`src/rtl/booth_pkg.sv`:
```
// Shared types and encodings for the radix-2 Booth multiplier controller.
package booth_pkg;

  typedef enum logic [2:0] {
    S_IDLE,
    S_LDX,
    S_LDY,
    S_EVAL,
    S_SHIFT,
    S_OUT_HI,
    S_OUT_LO
  } state_e;

  // {Y[0], Y[-1]} patterns that require an arithmetic step
  localparam logic [1:0] PAIR_SUB = 2'b10;
  localparam logic [1:0] PAIR_ADD = 2'b01;

  // aBarS encodings: low selects A + X, high selects A - X
  localparam logic OP_ADD = 1'b0;
  localparam logic OP_SUB = 1'b1;

endpackage

```
`src/rtl/booth_iter_counter.sv`:
```
// Iteration counter for the Booth sequence: cleared before the first
// iteration, bumped once per shift, flags the final iteration.
module booth_iter_counter #(
  parameter int N     = 6,
  parameter int CNT_W = 3
) (
  input  logic clk,
  input  logic rst,
  input  logic clr,
  input  logic inc,
  output logic last
);

  logic [CNT_W-1:0] cnt_q;
  logic [CNT_W-1:0] cnt_d;

  // Next count: clear wins over increment
  always_comb begin
    cnt_d = cnt_q;
    if (clr) begin
      cnt_d = '0;
    end else if (inc) begin
      cnt_d = cnt_q + 1'b1;
    end
  end

  // Count register
  always_ff @(posedge clk or posedge rst) begin
    if (rst) begin
      cnt_q <= '0;
    end else begin
      cnt_q <= cnt_d;
    end
  end

  // Last iteration is being shifted when the count still reads N-1
  assign last = (cnt_q == CNT_W'(N - 1));

endmodule

```
`src/rtl/booth_controller.sv`:
```
// Control FSM for a radix-2 Booth multiplier datapath: loads X then Y,
// runs N evaluate/shift iterations, then presents the product in two beats
// (A high half, then Y low half). Holds no data itself.
module booth_controller
  import booth_pkg::*;
#(
  parameter int N     = 6,
  parameter int CNT_W = 3
) (
  input  logic       clk,
  input  logic       rst,
  input  logic       start,
  input  logic [1:0] Y0YminusOne,
  output logic       ready,
  output logic       out_valid,
  output logic       out_hi,
  output logic       done,
  output logic       ldX,
  output logic       ldY,
  output logic       ldA,
  output logic       initA,
  output logic       initYminusOne,
  output logic       aBarS,
  output logic       shRA,
  output logic       shRY,
  output logic       ldYminusOne,
  output logic       selL,
  output logic       selR
);

  state_e state_q;
  state_e state_d;
  logic   cnt_clr;
  logic   cnt_inc;
  logic   cnt_last;

  booth_iter_counter #(
    .N     (N),
    .CNT_W (CNT_W)
  ) u_iter_counter (
    .clk  (clk),
    .rst  (rst),
    .clr  (cnt_clr),
    .inc  (cnt_inc),
    .last (cnt_last)
  );

  // State register; reset drops straight back to IDLE from anywhere
  always_ff @(posedge clk or posedge rst) begin
    if (rst) begin
      state_q <= S_IDLE;
    end else begin
      state_q <= state_d;
    end
  end

  // Next-state and control decode; EVAL outputs also follow the Booth pair
  always_comb begin
    state_d       = state_q;
    ready         = 1'b0;
    out_valid     = 1'b0;
    out_hi        = 1'b0;
    done          = 1'b0;
    ldX           = 1'b0;
    ldY           = 1'b0;
    ldA           = 1'b0;
    initA         = 1'b0;
    initYminusOne = 1'b0;
    aBarS         = OP_ADD;
    shRA          = 1'b0;
    shRY          = 1'b0;
    ldYminusOne   = 1'b0;
    selL          = 1'b0;
    selR          = 1'b0;
    cnt_clr       = 1'b0;
    cnt_inc       = 1'b0;
    unique case (state_q)
      S_IDLE: begin
        ready = 1'b1;
        if (start) state_d = S_LDX;
      end
      S_LDX: begin
        ldX     = 1'b1;
        state_d = S_LDY;
      end
      S_LDY: begin
        ldY           = 1'b1;
        initA         = 1'b1;
        initYminusOne = 1'b1;
        cnt_clr       = 1'b1;
        state_d       = S_EVAL;
      end
      S_EVAL: begin
        if (Y0YminusOne == PAIR_SUB) begin
          ldA   = 1'b1;
          aBarS = OP_SUB;
        end else if (Y0YminusOne == PAIR_ADD) begin
          ldA   = 1'b1;
          aBarS = OP_ADD;
        end
        state_d = S_SHIFT;
      end
      S_SHIFT: begin
        shRA        = 1'b1;
        shRY        = 1'b1;
        ldYminusOne = 1'b1;
        cnt_inc     = 1'b1;
        state_d     = cnt_last ? S_OUT_HI : S_EVAL;
      end
      S_OUT_HI: begin
        selL      = 1'b1;
        out_valid = 1'b1;
        out_hi    = 1'b1;
        state_d   = S_OUT_LO;
      end
      S_OUT_LO: begin
        selR      = 1'b1;
        out_valid = 1'b1;
        done      = 1'b1;
        state_d   = S_IDLE;
      end
      default: begin
        state_d = S_IDLE;
      end
    endcase
  end

endmodule

```
`config.mk`:
```
export PLATFORM = sky130hd
export DESIGN_NAME = booth_controller
export DESIGN_NICKNAME = d
export VERILOG_FILES = /design/src/rtl/booth_pkg.sv /design/src/rtl/booth_iter_counter.sv /design/src/rtl/booth_controller.sv
export SDC_FILE = /design/constraint.sdc
export NUM_CORES = 1
export LEC_CHECK = 0
export CAP_MARGIN = 20
export CELL_PAD_IN_SITES_DETAIL_PLACEMENT = 1
export CELL_PAD_IN_SITES_GLOBAL_PLACEMENT = 2
export CORE_UTILIZATION = 23
export DETAILED_ROUTE_END_ITERATION = 10
export PLACE_DENSITY = 0.78
export SLEW_MARGIN = 5
export SYNTH_ARGS = -nofsm -noshare
export SYNTH_HDL_FRONTEND = slang
export SYNTH_HIERARCHICAL = 1
export SYNTH_SLANG_ARGS = --single-unit
```
`constraint.sdc`:
```
create_clock -name clk -period 2.95 [get_ports clk]
set_clock_uncertainty 0.15 [all_clocks]
set_input_delay 0.59 -clock clk [delete_from_list [all_inputs] [get_ports clk]]
set_output_delay 0.59 -clock clk [all_outputs]
set_load 0.1 [all_outputs]
```
==> flow_metrics.env <==
export IMPL_worstPathArrival_ns=1.81
export IMPL_clock_latency_ns=0.24
export IMPL_hold_violations=0
export IMPL_fin_hold_ws_ns=0.402
export IMPL_drv_slew=0
export IMPL_portBuffers=19
export IMPL_nets=74
export IMPL_async_flop_share_pct=100
export IMPL_holdCritPathClass="input port to async pin"
export IMPL_fmax_mhz=392
export IMPL_cts_setup_buffers=0
export IMPL_die_width_um=46.4
export IMPL_grt_pass1_wl_um=1500
export IMPL_layout_setup_ws_ns=0.396
export IMPL_drt_pass1_iter_count=3
export IMPL_worstPathMaxFanout=11
export IMPL_drv_cap=0
export IMPL_hold_buffers=0
export IMPL_antenna_left=0
export IMPL_netlist_area_leader_share_pct=33.1
export IMPL_fp_row_count=15
export IMPL_cts_root_buffer="clkbuf_4"
export IMPL_setup_viol=0
export IMPL_syn_avg_cell_area_um2=8.88
export IMPL_nFillCells=211
export IMPL_vias=367
export IMPL_io_pins=20
export IMPL_cts_sinks=6
export IMPL_finalWeightedCongestion=0.636
export IMPL_dieArea_um2=2150
export IMPL_cts_tree="built"
export IMPL_critPathKind="flop to output pin"
export IMPL_synth_warnings=6
export IMPL_synth_seq_cells=6
export IMPL_cts_resized_gates=0
export IMPL_antenna_found_initial=0
export IMPL_ys_types=21
export IMPL_cp_cell_sequence="or2b_1, nor2_2, buf_12"
export IMPL_yosysMostFrequentCell="buf_4"
export IMPL_yosysSeqAreaShare_pct=33.1
export IMPL_cp_required_ns=2.21
export IMPL_clockBufferDepth=2
export IMPL_max_stage_delay_ns=0.54
export IMPL_slew_headroom_pct=63.3
export IMPL_syn_inst=51
export IMPL_cp_end_kind="output pin"
export IMPL_wirelength_um=904
export IMPL_grt_use_total_pct=10.3
export IMPL_hpwl_um=725
export IMPL_worst_slew_pin_slew_ns=0.550
export IMPL_outcome="finished, final reports clean"
export IMPL_rsz0062_at_grt="no"
export IMPL_start_util_pct=25.4
export IMPL_synth_nets=59
export IMPL_yosysTopAreaCell="dfrtp_1"
export IMPL_drt_iter0_markers=1
export IMPL_area_delta_synth_final_pct=48.1
export IMPL_netlist_area_um2=453
export IMPL_grt_pass1_vias=352
export IMPL_numCtsBuffers=3
export IMPL_viasPerCell=4.12
export IMPL_ys_top_cells_by_area="dfrtp_1, buf_4, ha_1"
export IMPL_synth_common_cells="buf_4, nor2_1, dfrtp_1, inv_1"
export IMPL_crit_path_top_delay_cell="dfrtp_1"
export IMPL_core_um2=1780
export IMPL_die_h_um=46.4
export IMPL_finalCritPeriodShare_pct=86.6
export IMPL_finalCriticalPeriod_ns=2.55
export IMPL_drive_above_1_share_pct=40.6
export IMPL_cts_htree_levels=1
export IMPL_start_kind="flop"
export IMPL_ys_flop_type="dfrtp_1"
export IMPL_drc_errors=0
export IMPL_clk_pin_slew_ns=0.04
export IMPL_grt_max_degree=12
export IMPL_num_antenna_cells=0
export IMPL_synth_edf_count=0
export IMPL_post_place_ws_ns=0.431
export IMPL_grt_remaining_overflow=0
export IMPL_wl_per_cell_um=10.2
==> cells in the final DEF, fill, tap and decap left out, drive strengths merged <==
master,count
nor2,7
a21oi,1
clkdlybuf4s50,4
or2b,1
nor2b,1
nor3b,1
o21ai,2
inv,6
nor3,3
a21bo,1
nand3b,2
a211oi,2
o31a,1
dfrtp,6
and3,1
buf,15
ha,3
xnor2,1
and2,2
xor2,1
clkbuf,3
==> final cells by class <==
cell class	count	area, µm²	share of cell area [%]
Tap cell	25	31.3	4.66
Inverter	6	22.5	3.36
Clock buffer	3	22.5	3.36
Timing Repair Buffer	19	215	32.1
Multi-Input combinational cell	30	229	34.1
Sequential cell	6	150	22.4
==> stage by stage <==
step	std cells	util [%]	TNS [ns]	instance area [µm²]
after floorplan	51	-	-0.277	473
after global placement	86	36.4	0	648
after detailed placement	86	36.4	0	648
after CTS	89	37.6	0	671
after global routing	89	37.6	0	671
final	89	37.6	0	671
==> metal layers <==
metal  global-route usage, %  wire length, µm
met2                    15.8              420
met4                    5.29                0
met5                       0                0
met3                    5.88               71
met1                    11.2              413
==> registers in the layout, summed over array words and instances (netlist names) <==
signal                count
state_q                   3
u_iter_counter/cnt_q      3
==> final timing paths <==
check	startpoint	endpoint	slack [ns]	cells after the start
max	state_q[2]$_DFFE_PP0P_	shRY	0.40	3
min	rst	u_iter_counter/cnt_q[1]$_DFFE_PP0P_	0.40	2
max reg2reg	state_q[2]$_DFFE_PP0P_	u_iter_counter/cnt_q[2]$_DFFE_PP0P_	1.07	4
min reg2reg	u_iter_counter/cnt_q[2]$_DFFE_PP0P_	u_iter_counter/cnt_q[2]$_DFFE_PP0P_	0.41	2
max in group asynchronous	rst	state_q[0]$_DFFE_PP0P_	2.11	2
min in group clk	u_iter_counter/cnt_q[2]$_DFFE_PP0P_	u_iter_counter/cnt_q[2]$_DFFE_PP0P_	0.41	2
==> critical path, delay by kind of cell (launching register included) <==
kind	cells	cell delay (ns)
buffers and inverters	1	0.25
and+or+nand+nor	2	0.78
DFF	1	0.54
==> logic make-up after synthesis <==
kind of cell | count (synthesis) | share of synthesized area, %
simple gates | 18 | 23.2
flops | 6 | 33.1
xor+xnor | 2 | 3.87
buf+inv | 15 | 20.7
fa+ha+maj | 3 | 8.29
compound gates | 7 | 10.8
Power is not shown: default switching activity piles up to over one toggle a cycle in this logic, so the estimate is an artifact.
